### src/rtl/rv_pkg.sv
// Shared bus widths, hex display register map and CTRL field layout.
package rv_pkg;

    localparam int unsigned XLEN = 32;
    localparam int unsigned BE_W = XLEN / 8;

    localparam logic [3:0] HEX_REG_DATA      = 4'd0;
    localparam logic [3:0] HEX_REG_CTRL      = 4'd4;
    localparam logic [3:0] HEX_REG_BLINK_DIV = 4'd8;
    localparam logic [3:0] HEX_REG_STATUS    = 4'd12;

    typedef struct packed {
        logic [11:0] rsvd;
        logic [3:0]  bright;
        logic [7:0]  blink;
        logic [7:0]  enable;
    } hex_ctrl_t;

    // Byte-lane merge; an all-zero enable means a full-word write.
    function automatic logic [XLEN-1:0] merge_be(input logic [XLEN-1:0] old_v,
                                                 input logic [XLEN-1:0] new_v,
                                                 input logic [BE_W-1:0] be);
        logic [XLEN-1:0] res;
        for (int k = 0; k < int'(BE_W); k++) begin
            res[8*k +: 8] = (be == '0 || be[k]) ? new_v[8*k +: 8] : old_v[8*k +: 8];
        end
        return res;
    endfunction

endpackage

### src/rtl/rv_hex7seg_decoder.sv
// Hex nibble to active-low seven-segment pattern, bit order {g,f,e,d,c,b,a}.
module rv_hex7seg_decoder (
    input  logic [3:0] val,
    output logic [6:0] seg_c
);

    always_comb begin
        seg_c = 7'h7F;
        case (val)
            4'h0: seg_c = 7'h40;
            4'h1: seg_c = 7'h79;
            4'h2: seg_c = 7'h24;
            4'h3: seg_c = 7'h30;
            4'h4: seg_c = 7'h19;
            4'h5: seg_c = 7'h12;
            4'h6: seg_c = 7'h02;
            4'h7: seg_c = 7'h78;
            4'h8: seg_c = 7'h00;
            4'h9: seg_c = 7'h10;
            4'hA: seg_c = 7'h08;
            4'hB: seg_c = 7'h03;
            4'hC: seg_c = 7'h46;
            4'hD: seg_c = 7'h21;
            4'hE: seg_c = 7'h06;
            4'hF: seg_c = 7'h0E;
            default: seg_c = 7'h7F;
        endcase
    end

endmodule

### src/rtl/rv_seven_digit_device_mx.sv
// Memory-mapped multi-digit seven-segment controller with blink, PWM dimming
// and a multiplexed scan output next to the static per-digit outputs.
module rv_seven_digit_device_mx
    import rv_pkg::*;
#(
    parameter int unsigned     NUM_DIGITS    = 8,
    parameter logic [XLEN-1:0] BASE_ADDR     = 32'h1000_0100,
    parameter int unsigned     SCAN_DIV      = 50000,
    parameter logic [XLEN-1:0] BLINK_DIV_RST = 32'd25000000
) (
    input  logic                    clk,
    input  logic                    arstn_i,
    input  logic                    data_req_i,
    input  logic                    data_we_i,
    input  logic [BE_W-1:0]         data_be_i,
    input  logic [XLEN-1:0]         data_addr_i,
    input  logic [XLEN-1:0]         data_wdata_i,
    output logic                    data_rvalid_o,
    output logic [XLEN-1:0]         data_rdata_o,
    output logic [NUM_DIGITS*7-1:0] hex_o,
    output logic [6:0]              seg_o,
    output logic [NUM_DIGITS-1:0]   dig_sel_o
);

    localparam int unsigned DATA_W = NUM_DIGITS * 4;
    localparam int unsigned HEX_W  = NUM_DIGITS * 7;
    localparam int unsigned SCAN_W = $clog2(SCAN_DIV + 1);
    localparam logic [7:0]  EN_RST = 8'((16'd1 << NUM_DIGITS) - 16'd1);

    logic [DATA_W-1:0] data_q;
    hex_ctrl_t         ctrl_q;
    logic [XLEN-1:0]   bdiv_q;
    logic [XLEN-1:0]   bcnt_q;
    logic              phase_q;
    logic [3:0]        pwm_q;
    logic [SCAN_W-1:0] scan_cnt_q;
    logic [2:0]        scan_idx_q;

    logic            hit_c;
    logic            wr_c;
    logic [3:0]      reg_off_c;
    logic [XLEN-1:0] rd_c;
    logic [XLEN-1:0] wmerge_c;
    logic            pwm_on_c;
    logic [HEX_W-1:0] hex_c;
    logic [6:0]      seg_sel_c;
    logic [NUM_DIGITS-1:0] dig_sel_c;
    logic            unused_c;

    assign hit_c     = data_req_i && (data_addr_i[XLEN-1:4] == BASE_ADDR[XLEN-1:4]);
    assign wr_c      = hit_c && data_we_i;
    assign reg_off_c = {data_addr_i[3:2], 2'b00};
    assign unused_c  = ^data_addr_i[1:0];
    assign wmerge_c  = merge_be(rd_c, data_wdata_i, data_be_i);
    assign pwm_on_c  = (pwm_q <= ctrl_q.bright);

    // Register read mux, also the old value for partial-byte writes.
    always_comb begin
        rd_c = '0;
        case (reg_off_c)
            HEX_REG_DATA:      rd_c = XLEN'(data_q);
            HEX_REG_CTRL:      rd_c = ctrl_q;
            HEX_REG_BLINK_DIV: rd_c = bdiv_q;
            HEX_REG_STATUS:    rd_c = XLEN'({scan_idx_q, 3'b000, phase_q});
            default:           rd_c = '0;
        endcase
    end

    always_ff @(posedge clk or negedge arstn_i) begin
        if (!arstn_i) begin
            data_q <= '0;
            ctrl_q <= hex_ctrl_t'({12'd0, 4'hF, 8'd0, EN_RST});
        end else if (wr_c) begin
            if (reg_off_c == HEX_REG_DATA) begin
                data_q <= wmerge_c[DATA_W-1:0];
            end
            if (reg_off_c == HEX_REG_CTRL) begin
                ctrl_q <= hex_ctrl_t'({12'd0, wmerge_c[19:0]});
            end
        end
    end

    // Blink divider; a BLINK_DIV write restarts the half-period in the on phase.
    always_ff @(posedge clk or negedge arstn_i) begin
        if (!arstn_i) begin
            bdiv_q  <= BLINK_DIV_RST;
            bcnt_q  <= '0;
            phase_q <= 1'b1;
        end else if (wr_c && reg_off_c == HEX_REG_BLINK_DIV) begin
            bdiv_q  <= wmerge_c;
            bcnt_q  <= '0;
            phase_q <= 1'b1;
        end else if (bdiv_q == '0) begin
            phase_q <= 1'b1;
        end else if (bcnt_q >= bdiv_q - XLEN'(1)) begin
            bcnt_q  <= '0;
            phase_q <= ~phase_q;
        end else begin
            bcnt_q  <= bcnt_q + XLEN'(1);
        end
    end

    always_ff @(posedge clk or negedge arstn_i) begin
        if (!arstn_i) begin
            pwm_q      <= '0;
            scan_cnt_q <= '0;
            scan_idx_q <= '0;
        end else begin
            pwm_q <= pwm_q + 4'd1;
            if (scan_cnt_q == SCAN_W'(SCAN_DIV - 1)) begin
                scan_cnt_q <= '0;
                scan_idx_q <= (scan_idx_q == 3'(NUM_DIGITS - 1)) ? 3'd0 : scan_idx_q + 3'd1;
            end else begin
                scan_cnt_q <= scan_cnt_q + SCAN_W'(1);
            end
        end
    end

    for (genvar i = 0; i < int'(NUM_DIGITS); i++) begin : g_digit
        logic [6:0] dec_c;
        logic       vis_c;

        rv_hex7seg_decoder u_dec (
            .val   (data_q[4*i +: 4]),
            .seg_c (dec_c)
        );

        assign vis_c = ctrl_q.enable[i] && pwm_on_c && (!ctrl_q.blink[i] || phase_q);
        assign hex_c[7*i +: 7] = vis_c ? dec_c : 7'h7F;
    end

    // Pick the scanned digit's segments and its active-low select line.
    always_comb begin
        seg_sel_c = 7'h7F;
        dig_sel_c = '1;
        for (int i = 0; i < int'(NUM_DIGITS); i++) begin
            if (scan_idx_q == 3'(i)) begin
                seg_sel_c    = hex_c[7*i +: 7];
                dig_sel_c[i] = 1'b0;
            end
        end
    end

    always_ff @(posedge clk or negedge arstn_i) begin
        if (!arstn_i) begin
            data_rvalid_o <= 1'b0;
            data_rdata_o  <= '0;
            hex_o         <= '1;
            seg_o         <= '1;
            dig_sel_o     <= '1;
        end else begin
            data_rvalid_o <= hit_c;
            data_rdata_o  <= (hit_c && !data_we_i) ? rd_c : '0;
            hex_o         <= hex_c;
            seg_o         <= seg_sel_c;
            dig_sel_o     <= dig_sel_c;
        end
    end

endmodule

### config.mk
export PLATFORM = sky130hd
export DESIGN_NAME = rv_seven_digit_device_mx
export DESIGN_NICKNAME = d
export VERILOG_FILES = /design/src/rtl/rv_pkg.sv /design/src/rtl/rv_hex7seg_decoder.sv /design/src/rtl/rv_seven_digit_device_mx.sv
export SDC_FILE = /design/constraint.sdc
export NUM_CORES = 1
export LEC_CHECK = 0
export ABC_AREA = 1
export BUFFER_PORTS_ARGS = -buffer_cell sky130_fd_sc_hd__buf_2
export CORE_UTILIZATION = 51
export CTS_CLUSTER_DIAMETER = 30
export CTS_CLUSTER_SIZE = 24
export DETAILED_ROUTE_END_ITERATION = 10
export PLACE_DENSITY = 0.69
export SLEW_MARGIN = 20
export SYNTH_ARGS = -nofsm -noshare
export SYNTH_HDL_FRONTEND = slang
export SYNTH_SLANG_ARGS = --single-unit
### constraint.sdc
create_clock -name clk -period 4.67 [get_ports clk]
set_clock_uncertainty 0.15 [all_clocks]
set_input_delay 0.467 -clock clk [delete_from_list [all_inputs] [get_ports clk]]
set_output_delay 0.467 -clock clk [all_outputs]
set_load 0.02 [all_outputs]
# Yosys cells after proc, flatten, opt, wreduce, memory -nomap -nowiden
# Memories as Yosys holds them, arrays and structs flattened.
# Index checks and enable logic that the tools add are counted.
dict set report word_totals {
  memories 8
  inputBits 72
  ff_bits 244
  romBits 896
}
# name depth word_bits read_ports rd_ports_with_merged_regs wr line
set mem_list {}
lappend mem_list {{(no name shown)} 16 7 1 0 0 rv_hex7seg_decoder.sv:9} ;# case (val)
lappend mem_list {{(no name shown)} 16 7 1 0 0 rv_hex7seg_decoder.sv:9}
lappend mem_list {{(no name shown)} 16 7 1 0 0 rv_hex7seg_decoder.sv:9}
lappend mem_list {{(no name shown)} 16 7 1 0 0 rv_hex7seg_decoder.sv:9}
lappend mem_list {{(no name shown)} 16 7 1 0 0 rv_hex7seg_decoder.sv:9}
lappend mem_list {{(no name shown)} 16 7 1 0 0 rv_hex7seg_decoder.sv:9}
lappend mem_list {{2 more memories} n/a n/a n/a n/a n/a n/a}
dict set report op_classes {
  add_sub_neg 5
  muxes 38
  n_reduce_logical 48
  order_cmp 2
  n_eq_ne 13
  n_bitwise 1
}
# operator count
set op_table {}
lappend op_table {{two-way mux 32 bit} 4}
lappend op_table {{case mux 32 bit (4 select lines)} 1}
lappend op_table {{two-way mux 7 bit} 16}
lappend op_table {{adder 32 x 1 -> 32 bit, second input constant} 1}
lappend op_table {{>= comparator 32 bit} 1}
lappend op_table {{zero test 32 bit} 1}
lappend op_table {{two-way mux 8 bit} 4}
lappend op_table {{subtractor 32 x 1 -> 32 bit, second input constant} 1}
lappend op_table {{== test 28 x 25 -> 1 bit, second input constant} 1}
lappend op_table {{logical AND 1 bit} 20}
lappend op_table {{adder 16 x 1 -> 16 bit, second input constant} 1}
lappend op_table {{== test 16 bit, second input constant} 1}
lappend op_table {{two-way mux 16 bit} 1}
lappend op_table {{== test 3 bit, second input constant} 4}
lappend op_table {{logical OR 1 bit} 12}
lappend op_table {{two-way mux 1 bit} 11}
lappend op_table {{zero test 1 bit} 9}
lappend op_table {{zero test 4 bit} 2}
lappend op_table {{== test 3 x 2 -> 1 bit, second input constant} 2}
lappend op_table {{adder 4 x 1 -> 4 bit, second input constant} 1}
lappend op_table {{== test 2 bit, second input constant} 2}
lappend op_table {{<= comparator 4 bit} 1}
lappend op_table {{AND reduction 2 bit} 2}
lappend op_table {{adder 3 x 1 -> 3 bit, second input constant} 1}
lappend op_table {{7 further kinds} 7}

# Logic depth before layout (Yosys ltp)
dict set report logic_depth {
  depth_word 12
  depth_mapped 23
  mapped_depth_nobuf 22
}

# Modules after synthesis
# From an unflattened synthesis, not the netlist that was laid out.
dict set report hier_totals {
  hier_cells 1994
  hier_area_um2 15055.7
}
# module seq_area_each_um2 n_inst area_each_um2 cells_per_inst
set modules_own_cells {}
lappend modules_own_cells {rv_seven_digit_device_mx 6226.0 1 12863.6 1602}
lappend modules_own_cells {rv_hex7seg_decoder 0.0 8 274.0 49}

# Least setup slack after synthesis
# No wires, ideal clock.
dict set report synth_path {
  path_kind {flip-flop to flip-flop}
  startpoint {reg bdiv_q[0]}
  endpoint {reg bcnt_q[25]}
  synth_period_minus_slack_ns 3.480
  required_ns 4.454
  path_stages_with_launch 23
  path_slack_ns 1.190
  arrival_ns 3.264
  path_cell_list {dfrtp_1 -> inv_1 -> ha_1 -> nand2_1 -> nor2_2 -> inv_1 -> nor2_1 -> inv_1 -> nor3_2 -> nand2_1 -> nor2_1 -> nand4_1 -> xor2_1 -> ha_1 -> nand4_1 -> inv_1 -> a21oi_1 -> o21a_1 -> nand3_1 -> nor2_1 -> clkbuf_1 -> o21ai_0 -> nand2_1}
}
dict set report synth_between {
  elab_chain_len 5
  word_cells_on_any_way 7
}
# element line
set synth_lines {}
lappend synth_lines {{start, declared} rv_seven_digit_device_mx.sv:32} ;# logic [XLEN-1:0] bdiv_q;
lappend synth_lines {{start signal, assigned} rv_seven_digit_device_mx.sv:90} ;# bdiv_q <= wmerge_c;
lappend synth_lines {{subtractor 32 x 1 -> 32 bit} rv_seven_digit_device_mx.sv:95} ;# end else if (bcnt_q >= bdiv_q - XLEN'(1)) begin
lappend synth_lines {{>= comparator 32 bit} rv_seven_digit_device_mx.sv:95}
lappend synth_lines {{two-way mux 32 bit} rv_seven_digit_device_mx.sv:95}
lappend synth_lines {{two-way mux 32 bit} rv_seven_digit_device_mx.sv:93} ;# end else if (bdiv_q == '0) begin
lappend synth_lines {{two-way mux 32 bit} rv_seven_digit_device_mx.sv:89} ;# end else if (wr_c && reg_off_c == HEX_REG_BLINK_DIV) begin
lappend synth_lines {{end signal, assigned} rv_seven_digit_device_mx.sv:99} ;# bcnt_q <= bcnt_q + XLEN'(1);
lappend synth_lines {{end, declared} rv_seven_digit_device_mx.sv:33} ;# logic [XLEN-1:0] bcnt_q;
# Parallel ways exist; a longest one is shown, timed or not. The select of a mux whose other input is x is not followed.
# A chain may end at the register's enable or synchronous reset.

# Worst setup path in the final report
dict set report layout_path {
  startpoint {reg bdiv_q[2]}
  endpoint {reg bcnt_q[3]}
}
# Same word-level chain as after synthesis.

==> impl_metrics.py <==
metrics = {
    "run_status": {
        "status": "finished, final reports clean",
    },
    "critical_path": {
        "worstSetupStartpointType": "register",
        "crit_path_end_kind": "register",
        "path_max_fanout": 33,
        "critical_path.cell_chain": "nor2_1 > nand4_1 > nor2_1 > nand2_1 > nor2_1 > nand4_1 > nor2_1 > nand4_1 > xor2_1 > ha_1 > nand4_1 > inv_1 > nand2_1 > nor4_1 > nand4_1 > nand3_1 > nor2_1 > buf_4 > nand2_1 > o21ai_0",
        "cp_data_required_time_ns": 4.92,
        "crit_type": "reg -> reg",
        "arrival_ns": 4.30,
        "crit_slowest_cell": "dfrtp_1",
        "max_stage_delay_ns": 0.46,
        "r2r-end": "bcnt_q[3]",
        "ff2ff_path_depth": 20,
        "r2r_slack_ns": 0.62,
        "r2r-start": "bdiv_q[2]",
    },
    "placed_design": {
        "gp_congestion": 0.9294,
        "dp_hpwl_mm": 28.54,
        "io_buffer_count": 173,
        "placed_area_mm2": 0.01549,
    },
    "drt": {
        "vias": 12935,
        "routed-wl-met3_mm": 1.915,
        "routed_wl_mm": 38.76,
        "ant_nets": 0,
        "drc": 0,
        "wl_per_cell_um": 16.01,
        "highest_layer": "met4",
        "dr.pass1.iters": 6,
        "drt-initial-drc-count": 785,
        "met2_wirelength_mm": 18.23,
        "vias_per_cell": 5.345,
        "m1WireLength_mm": 17.28,
    },
    "power_and_ir_drop": {
        "internal_power_mw": 4.936,
        "pwr-share-seq_pct": 33.6,
        "powerDensity_mw_per_mm2": 360.7,
        "total_power_mw": 6.313,
        "ir_worst_vdd_mv": 0.2721,
        "p_switching_mw": 1.377,
        "switching_share_pct": 21.81,
        "combPwrFrac_pct": 2.2,
        "clkPwrFrac_pct": 64.1,
        "power.leakage_nw": 8.340,
    },
    "synth": {
        "yosysTopAreaCell": "dfrtp_1",
        "synth_top_area_share_pct": 25.93,
        "synth_area_leaders": "dfrtp_1 26%, dfstp_2 18%, nand2_1 11%",
        "synthCells": 1812,
        "synth_edf_count": 0,
        "ys_ff_latch": 244,
        "synthesis.area_mm2": 0.01428,
        "async_flop_share_pct": 100.0,
        "synthFlopType": "dfrtp_1",
        "ys_seq_area_share_pct": 43.60,
        "avgSynthCellArea_um2": 7.881,
        "ys_warn_count": 0,
        "synth_cell_types": 45,
        "syn_nets": 1979,
    },
    "grt": {
        "grt-ovfl-total": 0,
        "grt_pass1_vias": 12700,
        "grt_max_degree": 111,
        "antenna_found_initial": 0,
        "grt_pass1_wl_mm": 64.09,
        "grt_use_total_pct": 28.13,
    },
    "min_path": {
        "holdPathEnd": "data_q[21]",
        "hp-start": "data_wdata_i[21]",
        "hold_path.class": "in -> reg",
        "holdPathStages": 3,
    },
    "floorplanning": {
        "die_height_um": 169.3,
        "pin_count": 176,
        "dieArea_mm2": 0.02868,
        "die_w_um": 169.3,
        "core_mm2": 0.02718,
        "initial_core_util_pct": 52.55,
        "placement_rows": 60,
    },
    "sta": {
        "min_period_ns": 4.048,
        "relSlewSlack_pct": 46.98,
        "fin_setup_tns_ns": 0,
        "rsz0062_at_grt": "false",
        "whs_ns": 0.07395,
        "hold_violations": 0,
        "fmax_mhz": 247.1,
        "slew_viol_final": 0,
        "timing.final.crit_share_pct": 86.68,
        "worst_pin_slew_ns": 0.7954,
        "setup_viol_count_final": 0,
    },
    "final_layout": {
        "nets": 2166,
        "stdcell_area_mm2": 0.01750,
        "utilization_pct": 64.40,
        "area_growth_syn_to_layout_pct": 22.54,
        "drive_gt1_share_pct": 19.19,
        "antennaDiodeCount": 0,
    },
    "clocking": {
        "clkSinkCount": 244,
        "numCtsBuffers": 57,
        "worst_skew_pair.late_latency_ns": 0.57,
        "h-tree-depth": 2,
        "cts_root_buffer": "clkbuf_16",
        "cts_buffer_depth": 3,
        "cts_tree": "built",
        "clk_pin_slew_ns": 0.05,
    },
    "run": {
        "maxCapViolCount": 0,
    },
}
[cells in the final DEF, fill, tap and decap left out, drive strengths merged, types with 75 or more instances in the layout]
cell,count
clkbuf,75
nand2,429
a21oi,86
dfstp,96
nor2,176
dfrtp,148
inv,242
o21ai,174
buf,182
nand3,77
ha,95
[sequential cells by signal (all words and copies together), names as in the netlist]
signal,count
bcnt_q,32
bdiv_q,32
ctrl_q,20
data_q,32
data_rdata_o,32
data_rvalid_o,1
dig_sel_o,8
hex_o,56
phase_q,1
pwm_q,4
scan_cnt_q,16
scan_idx_q,3
seg_o,7
[logic make-up after synthesis]
logic type | share of synthesized area, %
AO/OA/AOI/OAI | 13.86
adder cells (fa/ha/maj) | 8.323
buffers and inverters | 7.701
XOR/XNOR | 3.864
multiplexers | 0.07009
flip-flops | 43.60
AND/OR/NAND/NOR | 22.59
[cells in the mapped netlist (2+ instances only)]
library cell,number
a21oi_2,2
o211ai_1,12
a21oi_1,84
nand3_2,3
or2_1,2
o311ai_0,2
inv_1,230
buf_2,6
nand3_1,74
xor2_1,53
o21ai_0,174
a211oi_1,4
nor2_1,175
dfrtp_1,148
ha_1,95
nor4_1,13
clkinv_1,4
buf_1,5
o2111ai_1,3
o22ai_1,18
clkbuf_1,44
nand4_1,30
a31oi_1,7
a221oi_1,16
xnor2_1,10
inv_2,2
nor4_4,2
nor3_2,2
dfstp_2,96
nor3_1,34
a21boi_0,4
nand2_1,429
o21a_1,17
[how the worst max path moves through the flow]
stage,endpoint,from,slack (ns),cells past startpoint
finish,bcnt_q[3],bdiv_q[2],0.62,20
global route,bcnt_q[12],bdiv_q[2],0.18,20
CTS,bcnt_q[3],bdiv_q[2],0.68,20
detailed placement,bcnt_q[3],bdiv_q[0],0.72,23
global placement,bcnt_q[26],bdiv_q[0],0.81,23
floorplan,bcnt_q[25],bdiv_q[0],1.19,22
[metrics by stage]
step	instances	setup WS (ns)
CTS	2420	0.6753
detailed placement	2311	0.7221
global route	2420	0.1769
finish	2420	0.6223
global placement	2311	0.8084
floorplan	1812	1.190
[per-layer routing]
| layer | track usage, % | vias to the layer above |
|---|---|---|
| met5 | 0 | - |
| met4 | 10.97 | 0 |
| met3 | 4.268 | 87 |
| met2 | 46.56 | 394 |
| met1 | 37.12 | 6108 |
| li1 | - | 6346 |
[layout make-up]
class | instances | area (um^2)
Fill cell | 2392 | 9676
Multi-Input combinational cell | 1277 | 6958
Sequential cell | 244 | 6226
Clock buffer | 75 | 1617
Timing Repair Buffer | 183 | 965.9
Inverter | 236 | 885.9
Tap cell | 372 | 465.4
Clock inverter | 33 | 382.9
[timing repair]
action	CTS	global route
endpoints found under the hold margin	49	0
buffers inserted	0	0
gates resized for setup	0	0
hold buffers	1	0
[worst max-delay path: cells and delay by family (launching register included)]
family / cells / cell delay (ns)
xor gates and xnor gates: 1 / 0.17
buffers and inverters: 2 / 0.32
and+or+nand+nor: 15 / 2.35
adders and majority gates: 1 / 0.32
AOI/OAI and AO/OA: 1 / 0.09
DFF: 1 / 0.46
[power groups by stage]
| stage | Sequential, mW | Combinational, mW | Clock (mW) |
|---|---|---|---|
| 5_1_grt | 2.12 | 0.159 | 4.21 |
| 2_1_floorplan | 2.15 | 0.0439 | 0 |
| 3_3_place_gp | 2.15 | 0.141 | 0 |
| 3_5_place_dp | 2.15 | 0.143 | 0 |
| 4_1_cts | 2.12 | 0.144 | 4.09 |
| 6_report | 2.12 | 0.141 | 4.05 |
Note: power is estimated with default switching activity, not from simulation.
